**config.mk**
```make
export PLATFORM = sky130hd
export DESIGN_NAME = round_timer_ctrl_flat
export DESIGN_NICKNAME = d
export VERILOG_FILES = /design/src/rtl/round_timer_ctrl_if.sv /design/src/rtl/round_timer_ctrl.sv /design/src/flat_wrapper.sv
export SDC_FILE = /design/constraint.sdc
export NUM_CORES = 1
export LEC_CHECK = 0
export ABC_AREA = 1
export CORE_MARGIN = 5
export CORE_UTILIZATION = 30
export CTS_CLUSTER_DIAMETER = 30
export DETAILED_ROUTE_END_ITERATION = 6
export SLEW_MARGIN = 20
export SYNTH_ARGS = -nofsm -noshare
export SYNTH_HDL_FRONTEND = slang
export SYNTH_SLANG_ARGS = --single-unit
export TNS_END_PERCENT = 30
```
**constraint.sdc**
```tcl
create_clock -name clk -period 2.28 [get_ports clk]
set_clock_uncertainty 0.1 [all_clocks]
set_input_delay 0.456 -clock clk [delete_from_list [all_inputs] [get_ports clk]]
set_output_delay 0.456 -clock clk [all_outputs]
set_load 0.02 [all_outputs]
```
**src/rtl/round_timer_ctrl_if.sv**
```systemverilog
// Counter-side bus between round_timer_ctrl (master) and a flex counter (slave).
// The controller owns clear, enable and terminal value; the counter returns strobe and count.
interface round_timer_ctrl_if #(
  parameter int unsigned COUNTWIDTH = 10
);

  logic                  ctr_rst;
  logic                  enableCounter;
  logic [COUNTWIDTH-1:0] maxCount;
  logic                  strobe;
  logic [COUNTWIDTH-1:0] count;

  modport master (
    output ctr_rst,
    output enableCounter,
    output maxCount,
    input  strobe,
    input  count
  );

  modport slave (
    input  ctr_rst,
    input  enableCounter,
    input  maxCount,
    output strobe,
    output count
  );

endinterface

```
**src/rtl/round_timer_ctrl.sv**
```systemverilog
// Round timer: drives a flex counter and turns its strobes into ticks, elapsed count and done.
// Optional pause/hold support is built only when ROUNDTIMER_PAUSE_EN is defined.
module round_timer_ctrl #(
  parameter int unsigned COUNTSIZE  = 1024,
  parameter int unsigned COUNTWIDTH = $clog2(COUNTSIZE),
  parameter int unsigned ROUNDWIDTH = 8
) (
  input  logic                  clk,
  input  logic                  nRST,
  input  logic                  start,
  input  logic                  abort,
`ifdef ROUNDTIMER_PAUSE_EN
  input  logic                  pause,
`endif
  input  logic [COUNTWIDTH-1:0] period,
  input  logic [ROUNDWIDTH-1:0] rounds,
  output logic                  ctr_clk,
  round_timer_ctrl_if.master    ctr,
  output logic                  tick,
  output logic [ROUNDWIDTH-1:0] elapsed,
  output logic                  busy,
  output logic                  done
);

  typedef enum logic [2:0] {
    S_IDLE  = 3'd0,
    S_ARM   = 3'd1,
    S_RUN   = 3'd2,
    S_DONE  = 3'd3
`ifdef ROUNDTIMER_PAUSE_EN
    ,
    S_PAUSE = 3'd4
`endif
  } state_t;

  state_t                state_q;
  state_t                state_d;

  logic [ROUNDWIDTH-1:0] target_q;
  logic [COUNTWIDTH-1:0] max_q;
  logic [ROUNDWIDTH-1:0] elapsed_q;
  logic [ROUNDWIDTH-1:0] elapsed_inc;
  logic                  tick_q;
  logic                  done_q;
  logic                  busy_q;
  logic                  en_q;
  logic                  ctr_rst_q;

  logic                  load;
  logic                  clr_elapsed;
  logic                  inc_elapsed;

  assign elapsed_inc = elapsed_q + ROUNDWIDTH'(1);

  // State register
  always_ff @(posedge clk) begin
    if (nRST) begin
      state_q <= S_IDLE;
    end else begin
      state_q <= state_d;
    end
  end

  // Next-state and datapath controls; strobe only counts in RUN, abort outranks it
  always_comb begin
    state_d     = state_q;
    load        = 1'b0;
    clr_elapsed = 1'b0;
    inc_elapsed = 1'b0;
    unique case (state_q)
      S_IDLE: begin
        if (start) begin
          clr_elapsed = 1'b1;
          if (rounds != '0) begin
            load    = 1'b1;
            state_d = S_ARM;
          end else begin
            state_d = S_DONE;
          end
        end
      end
      S_ARM: begin
        state_d = S_RUN;
      end
`ifdef ROUNDTIMER_PAUSE_EN
      S_RUN: begin
        if (abort) begin
          state_d = S_IDLE;
        end else if (ctr.strobe) begin
          inc_elapsed = 1'b1;
          if (elapsed_inc == target_q) begin
            state_d = S_DONE;
          end else if (pause) begin
            state_d = S_PAUSE;
          end
        end else if (pause) begin
          state_d = S_PAUSE;
        end
      end
      S_PAUSE: begin
        if (abort) begin
          state_d = S_IDLE;
        end else if (!pause) begin
          state_d = S_RUN;
        end
      end
`else
      S_RUN: begin
        if (abort) begin
          state_d = S_IDLE;
        end else if (ctr.strobe) begin
          inc_elapsed = 1'b1;
          if (elapsed_inc == target_q) begin
            state_d = S_DONE;
          end
        end
      end
`endif
      S_DONE: begin
        state_d = S_IDLE;
      end
      default: begin
        state_d = S_IDLE;
      end
    endcase
  end

  // Registered outputs follow the next state so they line up with the state they describe
  always_ff @(posedge clk) begin
    if (nRST) begin
      target_q  <= '0;
      max_q     <= '0;
      elapsed_q <= '0;
      tick_q    <= 1'b0;
      done_q    <= 1'b0;
      busy_q    <= 1'b0;
      en_q      <= 1'b0;
      ctr_rst_q <= 1'b1;
    end else begin
      if (load) begin
        target_q <= rounds;
        max_q    <= period;
      end
      if (clr_elapsed) begin
        elapsed_q <= '0;
      end else if (inc_elapsed) begin
        elapsed_q <= elapsed_inc;
      end
      tick_q    <= inc_elapsed;
      done_q    <= (state_d == S_DONE);
      busy_q    <= (state_d != S_IDLE);
      en_q      <= (state_d == S_RUN);
      ctr_rst_q <= (state_d == S_ARM);
    end
  end

  // The counter also clears in the same cycle reset is requested
  assign ctr_clk           = clk;
  assign ctr.ctr_rst       = ctr_rst_q | nRST;
  assign ctr.enableCounter = en_q;
  assign ctr.maxCount      = max_q;

  assign tick    = tick_q;
  assign elapsed = elapsed_q;
  assign busy    = busy_q;
  assign done    = done_q;

  // Counter sanity: after ARM the count can never run past the terminal value while running
  a_count_in_range: assert property (
    @(posedge clk) disable iff (nRST)
    (state_q == S_RUN) |-> (ctr.count <= ctr.maxCount)
  );

endmodule

```
**src/flat_wrapper.sv**
```systemverilog
// flat-port wrapper written by rule: the top's interface ports become plain ports
module round_timer_ctrl_flat 
#(
  parameter int unsigned COUNTSIZE  = 1024,
  parameter int unsigned COUNTWIDTH = $clog2(COUNTSIZE),
  parameter int unsigned ROUNDWIDTH = 8
)
  (clk, nRST, start, abort, period, rounds, ctr_clk, tick, elapsed, busy, done, ctr_ctr_rst, ctr_enableCounter, ctr_maxCount, ctr_strobe, ctr_count);
  round_timer_ctrl_if #(.COUNTWIDTH(COUNTWIDTH)) ctr_i ();
  input  logic clk;
  input  logic nRST;
  input  logic start;
  input  logic abort;
  input  logic [COUNTWIDTH-1:0] period;
  input  logic [ROUNDWIDTH-1:0] rounds;
  output logic ctr_clk;
  output logic tick;
  output logic [ROUNDWIDTH-1:0] elapsed;
  output logic busy;
  output logic done;
  output wire logic [$bits(ctr_i.ctr_rst)-1:0] ctr_ctr_rst;
  output wire logic [$bits(ctr_i.enableCounter)-1:0] ctr_enableCounter;
  output wire logic [$bits(ctr_i.maxCount)-1:0] ctr_maxCount;
  input wire logic [$bits(ctr_i.strobe)-1:0] ctr_strobe;
  input wire logic [$bits(ctr_i.count)-1:0] ctr_count;
  assign ctr_ctr_rst = ctr_i.ctr_rst;
  assign ctr_enableCounter = ctr_i.enableCounter;
  assign ctr_maxCount = ctr_i.maxCount;
  assign ctr_i.strobe = ctr_strobe;
  assign ctr_i.count = ctr_count;
  round_timer_ctrl #(.COUNTSIZE(COUNTSIZE), .COUNTWIDTH(COUNTWIDTH), .ROUNDWIDTH(ROUNDWIDTH)) u_core (.clk(clk), .nRST(nRST), .start(start), .abort(abort), .period(period), .rounds(rounds), .ctr_clk(ctr_clk), .ctr(ctr_i), .tick(tick), .elapsed(elapsed), .busy(busy), .done(done));
endmodule
```
==> impl.org <==
** Final layout
- From synthesis to final layout, the design area changed by 43.1%.
- Antenna diodes :: 0
- For this run, the share of the core covered by cells in the final layout is 43.7%.
- Fill cells in the final layout number 540.
- After the last flow step, the layout net total stands at 316.
- Layout cells sized above 1 :: 7.80%

** CTS
- Clock insertion delay at the later pin of the skew report :: 0.38 ns
- Hold repair after CTS inserted 0 buffers.
- Post-CTS setup buffer count :: 0
- CTS tree :: done
- CTS clock-pin slew for the worst setup and hold paths :: 0.06 ns

** Logic synthesis
- Post-synthesis sequential area ratio :: 44.2%
- The biggest area contributor in the post-synthesis netlist is sky130_fd_sc_hd__dfxtp_1.
- Total nets after synthesis :: 262
- Synthesis produced a netlist whose cell count is 228.
- Dominant cells by area after synthesis :: sky130_fd_sc_hd__dfxtp_1 (44%), sky130_fd_sc_hd__nor2_1 (11%), sky130_fd_sc_hd__nand2_1 (10%)
- After synthesis, the largest area contributor takes up 44.2% of total cell area.
- Among all flip-flop cells after synthesis, the most frequent one is sky130_fd_sc_hd__dfxtp_1.
- The most common cell in the synthesized netlist is sky130_fd_sc_hd__nor2_1.
- Synthesis inferred 34 register bits.
- Share of synthesized registers carrying an async set or reset :: 0%
- Yosys warns :: 0
- Avg Cell Area, Syn :: 6.76 um2
- Counting flops with a built-in enable in the synthesized netlist gives 0.
- Cell Area, Synth :: 1540 um2
- List of most frequent post-synthesis cells :: sky130_fd_sc_hd__nor2_1 (46), sky130_fd_sc_hd__nand2_1 (42), sky130_fd_sc_hd__dfxtp_1 (34), sky130_fd_sc_hd__inv_1 (28), sky130_fd_sc_hd__o21ai_0 (22)
- In this run, distinct cell masters in the synthesized netlist total 22.

** Placed design
- The wire-length estimate of the detail-placed layout is 2790 um.
- Total of buffers placed on input and output ports :: 46
- Routability-driven placement finished with a final weighted congestion of 0.765.
- Setup slack at placement :: -0.0217 ns

** Route
- Detailed routing inserted a total of 1,504 vias.
- Initial DRC Count :: 39
- The routed design has 3650 um of wire.
- In the final routed layout, each cell accounts on average for 10.4 um.
- Number of nets with antenna violations after routing :: 0
- The first detailed-routing pass ran for 4 iterations.
- In the routed layout, each cell is associated on average with a via count of 4.27.
- For this run, design rule violations remaining after detail routing come to 0.

** Worst setup path
- The worst setup path is captured at an output port.
- For the worst setup path, the data required time is 1.72 ns.
- FF-to-FF setup slack :: 0.51 ns
- At the worst endpoint, the arrival time is 1.67 ns.
- Counting cells, the worst reg-to-reg path comes to 10.
- Category of the worst setup path launch point :: clock port
- The worst setup path is of the clock port to output port kind.
- Biggest fanout along the worst timing path :: 2
- In this run the worst setup path terminates at ctr_clk.
- Worst setup path startpoint :: clk
- Endpoint of the lowest-slack register-to-register path :: u_core.ctr.enableCounter$_SDFF_PP0_
- Worst reg2reg path startpoint :: u_core.elapsed[0]$_SDFFE_PP0P_

** Die
- In this run the horizontal extent of the chip is 81.7 um.
- In this run the vertical extent of the chip is 81.7 um.
- Row count :: 26
- Core Area :: 5040 um2
- I/O pin count :: 57
- The die covers 6670 um2.
- Initial cell density of the core :: 30.5%

** GRT
- Global routing used 7.68% of the available met3 tracks.
- For met2 alone, demand over resource in global routing was 17.0%.
- Entering global routing, the biggest net connects 20 pins.
- Met1 routing resource usage after global routing :: 14.3%
- The initial antenna violation count is 0.
- Summed over all layers, the global routing overflow is 0.
- Via count of the first global-routing pass :: 1,347
- Global-route wire length before repair :: 5950 um
- Peak-usage layer in the global routing report :: met2
- Across every metal layer, demand over resource in global routing totals 12.2%.

** STA
- After layout, the worst setup slack is 0.0523 ns.
- Final setup violating endpoints :: 0
- The final-report max-slew violation count came to 0.
- Total count of hold-check failures in the final report :: 0
- RSZ-0062 raised after global routing :: false

** Outcome
- The flow ran to the end, and the final reports show no timing, DRC or antenna violations.

** Power and ir drop
- Lkg Pwr :: 0.000923 uW
- Power density cells :: 633 nW/um2
- VDD sags by at most 0.482 mV.

** Min path
- The worst hold path belongs to the class register to register.

** Flow run
- The tool flagged a number of max-cap violations equal to 0.
[metal layers]
layer / part of all wire [%] / vias up
met4: 1.6 / 0
met3: 10 / 5
met2: 42 / 36
met1: 46 / 639
met5: 0 / -
li1: - / 824
[report_power, final]
part	switching [uW]	leakage, uW	internal, uW
registers	12.6	0.000278	621
logic	84.3	0.000580	88.2
clock network	250	0.0000651	338
total	347	0.000923	1050
[worst max-delay path, cell delays in order]
cell and delay (ns):
sky130_fd_sc_hd__clkbuf_8 0.11, sky130_fd_sc_hd__clkbuf_8 0.11, sky130_fd_sc_hd__dlygate4sd2_1 0.31
[cells by family (layout without fill, tap and decap cells)]
logic type | count (synthesis) | in the layout | synth area share [%]
AND/OR/NAND/NOR | 117 | 117 | 32.0
AO/OA/AOI/OAI | 38 | 38 | 13.0
buffers and inverters | 37 | 91 | 9.75
flip-flops | 34 | 34 | 44.2
adder cells (fa/ha/maj) | 1 | 1 | 0.812
other | 1 | 1 | 0.243
[timing repair]
item	CTS	global route
hold endpoints to repair	0	0
resized for setup	2	0
setup endpoints to repair	2	0
[flip-flops by register name, indices dropped and copies added, names as in the netlist]
signal	cells
u_core.busy	1
u_core.ctr.enableCounter	1
u_core.ctr.maxCount	10
u_core.ctr_rst_q	1
u_core.done	1
u_core.elapsed	8
u_core.state_q	3
u_core.target_q	8
u_core.tick	1
[cells in the final DEF (no fill, tap or decap)]
master,netlist,layout
sky130_fd_sc_hd__nand2_2,1,1
sky130_fd_sc_hd__clkdlybuf4s50_1,0,44
sky130_fd_sc_hd__o21ai_0,22,22
sky130_fd_sc_hd__or2_2,3,3
sky130_fd_sc_hd__nand2_1,42,42
sky130_fd_sc_hd__buf_4,2,5
sky130_fd_sc_hd__ha_1,1,1
sky130_fd_sc_hd__o21bai_1,1,1
sky130_fd_sc_hd__nor2_1,46,46
sky130_fd_sc_hd__a21oi_1,12,12
sky130_fd_sc_hd__clkbuf_8,0,8
sky130_fd_sc_hd__nand4_1,3,3
sky130_fd_sc_hd__dfxtp_1,34,34
sky130_fd_sc_hd__nor2_4,1,1
sky130_fd_sc_hd__conb_1,1,1
sky130_fd_sc_hd__nand3_1,18,18
sky130_fd_sc_hd__nor2_2,2,2
sky130_fd_sc_hd__inv_1,28,28
sky130_fd_sc_hd__nor3_1,1,1
sky130_fd_sc_hd__o211ai_1,3,3
sky130_fd_sc_hd__inv_2,2,2
sky130_fd_sc_hd__clkbuf_1,1,2
sky130_fd_sc_hd__dlygate4sd2_1,0,2
[stage by stage]
step	TNS, ns	area [um2]	hold WS (ns)	total power (uW)	cells
floorplan	0	1540	0.344	784	228
global placement	-0.0247	2090	0.361	879	342
detailed placement	-0.0217	2090	0.365	881	342
CTS	0	2200	0.375	1430	352
global route	0	2200	0.407	1480	352
finish	0	2200	0.372	1390	352
[worst min-delay path by stage]
| stage | startpoint | end | slack (ns) | cells past startpoint |
|---|---|---|---|---|
| after floorplan | u_core.target_q[4]$_SDFFE_PP0P_ | u_core.target_q[4]$_SDFFE_PP0P_ | 0.34 | 2 |
| after global placement | u_core.ctr.maxCount[5]$_SDFFE_PP0P_ | u_core.ctr.maxCount[5]$_SDFFE_PP0P_ | 0.36 | 2 |
| after detailed placement | u_core.target_q[7]$_SDFFE_PP0P_ | u_core.target_q[7]$_SDFFE_PP0P_ | 0.37 | 2 |
| after CTS | u_core.target_q[7]$_SDFFE_PP0P_ | u_core.target_q[7]$_SDFFE_PP0P_ | 0.38 | 2 |
| after global routing | u_core.ctr.maxCount[9]$_SDFFE_PP0P_ | u_core.ctr.maxCount[9]$_SDFFE_PP0P_ | 0.41 | 2 |
| final | u_core.target_q[7]$_SDFFE_PP0P_ | u_core.target_q[7]$_SDFFE_PP0P_ | 0.37 | 2 |
[layout make-up]
| cell class | count | area [um2] | share of cell area (%) |
|---|---|---|---|
| Multi-Input combinational cell | 157 | 709 | 32.2 |
| Clock buffer | 11 | 126 | 5.74 |
| Timing Repair Buffer | 50 | 487 | 22.1 |
| Tap cell | 70 | 87.6 | 3.98 |
| Sequential cell | 34 | 681 | 30.9 |
| Inverter | 30 | 113 | 5.11 |
(Power assumes the default switching activity.)
==> edit 1: new RTL, same settings <==
Register the inputs `start`, `period` and `rounds` before use, cleared by the reset. The logic sees them one clock later. The other inputs are not delayed to match.
--- a/src/rtl/round_timer_ctrl.sv
+++ b/src/rtl/round_timer_ctrl.sv
@@ -32,6 +32,22 @@
     S_PAUSE = 3'd4
 `endif
   } state_t;
+
+  logic start_q;
+  logic [COUNTWIDTH-1:0] period_q;
+  logic [ROUNDWIDTH-1:0] rounds_q;
+
+  always_ff @(posedge clk) begin
+    if (nRST) begin
+      start_q  <= '0;
+      period_q <= '0;
+      rounds_q <= '0;
+    end else begin
+      start_q  <= start;
+      period_q <= period;
+      rounds_q <= rounds;
+    end
+  end
 
   state_t                state_q;
   state_t                state_d;
@@ -69,9 +85,9 @@
     inc_elapsed = 1'b0;
     unique case (state_q)
       S_IDLE: begin
-        if (start) begin
+        if (start_q) begin
           clr_elapsed = 1'b1;
-          if (rounds != '0) begin
+          if (rounds_q != '0) begin
             load    = 1'b1;
             state_d = S_ARM;
           end else begin
@@ -138,8 +154,8 @@
       ctr_rst_q <= 1'b1;
     end else begin
       if (load) begin
-        target_q <= rounds;
-        max_q    <= period;
+        target_q <= rounds_q;
+        max_q    <= period_q;
       end
       if (clr_elapsed) begin
         elapsed_q <= '0;
Formal check against the unedited RTL: not equivalent (Yosys sat finds a counterexample within 4 cycles, from zero or initial values and one cycle with nRST high).
==> edit 1 against the original RTL <==
Via count up 12%. Synthesized area grew 35%. Sequential cell count increased by 19. Power rose by 29%. Wire length grew 9.5%. Core utilization fell by 3.5 points. Setup slack is essentially flat. Global-route usage shrank 2.1 points. Sequential share of layout area increased by 8.2 points. Final area rose by 23%. Critical endpoint unchanged. Largest cell class is now registers.
==> edit 1: results (changes against the original RTL) <==
- The share of flip-flops with an asynchronous set or reset came to 0% (unchanged).
- The startpoint of the worst hold path is u_core.target_q[3]$_SDFFE_PP0P_.
- In this run the worst hold path is classified as flip-flop to flip-flop.
- The number of inserted diodes is 0 (unchanged).
- The via count of the routed design is 1,689 (+12%).
- The critical path capture point is ctr_clk.
- The net count reported at finish is 357 (+13%).
- The stage delay of the slowest cell on the critical path is 310 ps (about the same).
- The first-pass GRT wire length is 6.94 mm (+17%).
- The arrival time of the worst setup path is 1670 ps (about the same).
- The clock latency reported for the late side of the worst-skew pair was 400 ps (+20 ps).
- The number of iterations in the first detailed-routing pass is 4 (unchanged).
- The sink of the worst hold path is u_core.target_q[3]$_SDFFE_PP0P_.
- The hold path depth is 2 (unchanged).
- The average wire per cell in the routed design is 9.94 um (-4.1%).
- The initial antenna violation count is 0 (unchanged).
- The kind of cell adding the most delay to the critical path is buffers and inverters.
- The post-synthesis net count was 308 (+18%).
- The clock-pin slew of the registers on the worst-case setup and hold paths was 80 ps (+20 ps).
- The register area share after synthesis is 51.2% (+7.0 points).
- The run finished with clean final reports.
- The worst reg-to-reg path cell count is 12 (+2).
- The global-route total usage across every layer is 10.1% (-2.1 points).
- The largest net degree at the start of global routing came to 26 (+30%).
- The number of filler cells placed in the layout was 707 (+31%).
- Sorting the synthesized cells by area gives the leading types as sky130_fd_sc_hd__dfxtp_1 51%, sky130_fd_sc_hd__nor2_1 11%, sky130_fd_sc_hd__inv_1 8.0%.
- The starting DRC count in detailed routing is 71 (+82%).
- Among all flip-flop cells after synthesis, the most frequent one is sky130_fd_sc_hd__dfxtp_1.
- The total power divided by cell area came to 662 nW/um^2 (+4.6%).
- The estimated wirelength of the detail-placed design is 2.98 mm (+6.9%).
- The endpoint identified for the worst register-to-register timing path is u_core.busy$_SDFF_PP0_.
- The number of different library cells in the post-synthesis netlist is 27 (+23%).
- The via count of the first global-routing pass came to 1,598 (+19%).
- The worst voltage drop across the vdd grid is 0.000354 V (-27%).
- The share of post-route cells with drive strength above 1 is 8.07% (+0.27 points).
- By count the netlist is led by 58 x sky130_fd_sc_hd__nor2_1, 53 x sky130_fd_sc_hd__dfxtp_1, 44 x sky130_fd_sc_hd__inv_1, 31 x sky130_fd_sc_hd__nand2_1, 26 x sky130_fd_sc_hd__o21ai_0.
- The count of warnings emitted by yosys came to 0 (unchanged).
- The maximum net fanout on the critical path is 2 (unchanged).
- For this design, the slowest cell found on the critical path is sky130_fd_sc_hd__dlygate4sd2_1.
- The worst reg-to-reg setup slack is 520 ps.
- The post-CTS setup buffer count is 0 (unchanged).
- The instance area at placement is 2600 sq um (+24%).
- The last weighted congestion value of the routability-driven placer is 0.821 (+7.4%).
- For the pin with the worst max-slew slack, the measured transition is 504 ps.
- The leakage power figure is 0.00118 uW (+28%).
edit 1: cell types whose count changed in the layout (fill, tap and decap cells not counted), moves of 6 or more:
cell,delta
sky130_fd_sc_hd__inv_1,+16
sky130_fd_sc_hd__nand2_1,-11
sky130_fd_sc_hd__dfxtp_1,+19
sky130_fd_sc_hd__nor2_1,+12
sky130_fd_sc_hd__nand3_1,-6
edit 1: cell families (layout without fill, tap and decap cells):
group,Yosys count,after routing,synth area share [%]
other cells,1,1,0.181
flops,53,53,51.2
fa+ha+maj,1,1,0.603
compound gates,46,46,11.6
simple gates,117,117,25.6
buf+inv,56,104,10.9
edit 1: through the flow:
stage,hold slack [ps],total power [uW],setup slack [ps],cells
2_1_floorplan,344,1140,450,274
5_1_grt,408,1890,32.6,402
6_report,383,1800,52.4,402
3_3_place_gp,358,1230,22.0,393
4_1_cts,383,1840,6.01,402
3_5_place_dp,370,1230,11.4,393
edit 1: routing by layer:
metal  wire length [um]  global-route usage, %
met3                261                   3.30
met5                  0                      0
met2               1750                   16.1
met4                 87                   6.11
met1               1900                   11.7
edit 1: cell type report:
cell class / instances / share of cell area, %
inverter: 48 / 6.64
clock inverter: 1 / 0.185
sequential: 53 / 39.1
tap: 80 / 3.69
timing repair buffer: 46 / 17.0
multi-input combinational: 165 / 29.0
clock buffer: 9 / 4.38
edit 1: where the power goes:
group / internal, uW / switching, uW / leakage [uW]
combinational: 83.2 / 81.3 / 0.000681
clock: 331 / 322 / 0.0000667
sequential: 964 / 15.4 / 0.000435
total: 1380 / 419 / 0.00118
edit 1: what timing repair did:
action / in CTS / in global routing
pin swaps: 0 / 0
resized for setup: 1 / 1
endpoints found under the setup margin: 1 / 1
==> edit 2: new RTL, config.mk and constraints unchanged <==
Without the edit above. `ROUNDWIDTH` is set to 8 in 2 places; all go to 10.
--- a/src/rtl/round_timer_ctrl.sv
+++ b/src/rtl/round_timer_ctrl.sv
@@ -3,7 +3,7 @@
 module round_timer_ctrl #(
   parameter int unsigned COUNTSIZE  = 1024,
   parameter int unsigned COUNTWIDTH = $clog2(COUNTSIZE),
-  parameter int unsigned ROUNDWIDTH = 8
+  parameter int unsigned ROUNDWIDTH = 10
 ) (
   input  logic                  clk,
   input  logic                  nRST,
--- a/src/flat_wrapper.sv
+++ b/src/flat_wrapper.sv
@@ -3,7 +3,7 @@
 #(
   parameter int unsigned COUNTSIZE  = 1024,
   parameter int unsigned COUNTWIDTH = $clog2(COUNTSIZE),
-  parameter int unsigned ROUNDWIDTH = 8
+  parameter int unsigned ROUNDWIDTH = 10
 )
   (clk, nRST, start, abort, period, rounds, ctr_clk, tick, elapsed, busy, done, ctr_ctr_rst, ctr_enableCounter, ctr_maxCount, ctr_strobe, ctr_count);
   round_timer_ctrl_if #(.COUNTWIDTH(COUNTWIDTH)) ctr_i ();
Interface: changed (resized elapsed and rounds); port bits go from 57 to 61. The function was not compared with the original's and may differ.
==> edit 2 against the original RTL <==
Sequential power is 13% higher. Final area up 16%. Sequential cell count grew 4. Synthesized area grew 18%. Power grew 11%. Setup slack better by 2.0 ps. Via count rose by 17%. Wire length increased by 22%. Critical endpoint unchanged. Largest power group unchanged.
==> edit 2: results (changes against the original RTL) <==
- The worst voltage drop across the vdd grid is 0.000430 V (-11%).
- The last weighted congestion value of the routability-driven placer came to 0.799 (+4.6%).
- The synthesized-area fraction occupied by adder cells came to 0.687% (-0.13 points).
- The number of port buffers was 50 (+8.7%).
- The met3 usage in global routing is 5.46% (-2.2 points).
- The met1 track utilization from global routing is 14.5% (+0.17 points).
- The global-route track usage on met2 was 20.2% (+3.2 points).
- The leakage power figure is 0.00108 uW (+17%).
- The post-synthesis net count is 297 (+13%).
- The starting DRC count in detailed routing was 95 (+140%).
- The total wirelength of the detailed-routed design is 4.47 mm (+22%).
- The number of inserted diodes is 0 (unchanged).
- The number of different library cells in the post-synthesis netlist is 24 (+9.1%).
- The first-pass GRT wire length is 7.53 mm (+27%).
- The compound-cell area share of the yosys netlist is 13.8% (+0.82 points).
- The clock-pin slew of the registers on the worst-case setup and hold paths is 70 ps.
- The global-route total usage across every layer came to 12.5% (+0.31 points).
- The multiplexer fraction of the synthesized cell area is 0% (unchanged).
- The count of placed standard cells including taps is 386 (+13%).
- The register area share after synthesis came to 41.8% (-2.4 points).
- The instance area at placement was 2430 sq um (+16%).
- The largest net degree at the start of global routing is 22 (+10%).
- The post-placement setup slack is 2.63 ps (+24.4 ps).
- The net count reported at finish came to 357 (+13%).
- The count of warnings emitted by yosys is 0 (unchanged).
- The cell count after synthesis was 261 (+14%).
- The estimated wirelength of the detail-placed design is 3.42 mm (+23%).
- By count the netlist is led by 49 x sky130_fd_sc_hd__nand2_1, 41 x sky130_fd_sc_hd__nor2_1, 38 x sky130_fd_sc_hd__dfxtp_1, 28 x sky130_fd_sc_hd__inv_1, 25 x sky130_fd_sc_hd__o21ai_0.
- The per-cell via count in the routed design is 4.45 (+4.2%).
- The share of the synthesized netlist area taken by xor and xnor gates is 0% (unchanged).
- The net load switching power came to 401 uW (+15%).
- The via count of the first global-routing pass is 1,778 (+32%).
- Yosys attributes the largest share of cell area to sky130_fd_sc_hd__dfxtp_1 42%, sky130_fd_sc_hd__nand2_1 10%, sky130_fd_sc_hd__nor2_1 8.5%.
- The maximum net fanout on the critical path is 2 (unchanged).
- The final standard cell count with taps included and fillers excluded was 396 (+13%).
- The flow ran to the end, and the final reports show no timing, DRC or antenna violations.
- The share of post-route cells with drive strength above 1 was 13.4% (+5.6 points).
-- edit 2: changes by cell type after synthesis, sizes merged, moves of 2 or more --
| cell | before | now |
|---|---|---|
| o21ai | 22 | 25 |
| nand3b | 0 | 3 |
| o211ai | 3 | 6 |
| nand2 | 43 | 62 |
| nand4 | 3 | 0 |
| nand3 | 18 | 21 |
| dfxtp | 34 | 38 |
| a21oi | 12 | 14 |
| or2 | 3 | 1 |
-- edit 2: final cells by class --
cell class | count | area, sq um
fillers | 628 | 3370
flip-flops and latches | 38 | 761
repair buffers | 56 | 542
clock buffers | 11 | 126
multi-input cells | 186 | 911
well taps | 75 | 93.8
inverters | 30 | 113
-- edit 2: kinds of logic after synthesis --
family | after synthesis
buffers and inverters | 37
DFF | 38
AOI/OAI and AO/OA | 46
other | 1
adders and majority gates | 1
and+or+nand+nor | 138
-- edit 2: worst paths after layout --
check,start,endpoint,slack [ps],cells after the start
min reg2reg,u_core.target_q[5]$_SDFFE_PP0P_,u_core.target_q[5]$_SDFFE_PP0P_,370,2
max reg2reg,u_core.elapsed[0]$_SDFFE_PP0P_,u_core.busy$_SDFF_PP0_,390,12
max,clk,ctr_clk,50,3
min,u_core.target_q[5]$_SDFFE_PP0P_,u_core.target_q[5]$_SDFFE_PP0P_,370,2
-- edit 2: power groups by stage --
stage	clock (uW)	sequential, uW	combinational [uW]
detailed placement	58.9	730	212
floorplan	51.2	748	84.2
CTS	635	715	213
global route	669	720	234
global placement	58.9	730	211
finish	618	715	209
-- edit 2: metrics by stage --
| step | hold slack (ps) | utilization, % |
|---|---|---|
| CTS | 376 | 43.0 |
| detailed placement | 365 | 41.1 |
| global placement | 361 | 41.1 |
| floorplan | 342 | - |
| finish | 372 | 43.0 |
| global route | 412 | 43.0 |
-- edit 2: critical path, cell delays in order --
cell and delay (ps):
sky130_fd_sc_hd__clkbuf_8 110, sky130_fd_sc_hd__clkbuf_8 110, sky130_fd_sc_hd__dlygate4sd2_1 310
-- edit 2: routing by layer --
layer / part of all wire [%] / vias to the layer above
li1: - / 953
met1: 47 / 753
met2: 43 / 48
met3: 8.2 / 9
met4: 1.6 / 0
met5: 0 / -
-- edit 2: timing repair --
item	in CTS	in global routing
setup endpoints to repair	2	0
setup buffers	0	0
resized for setup	2	0
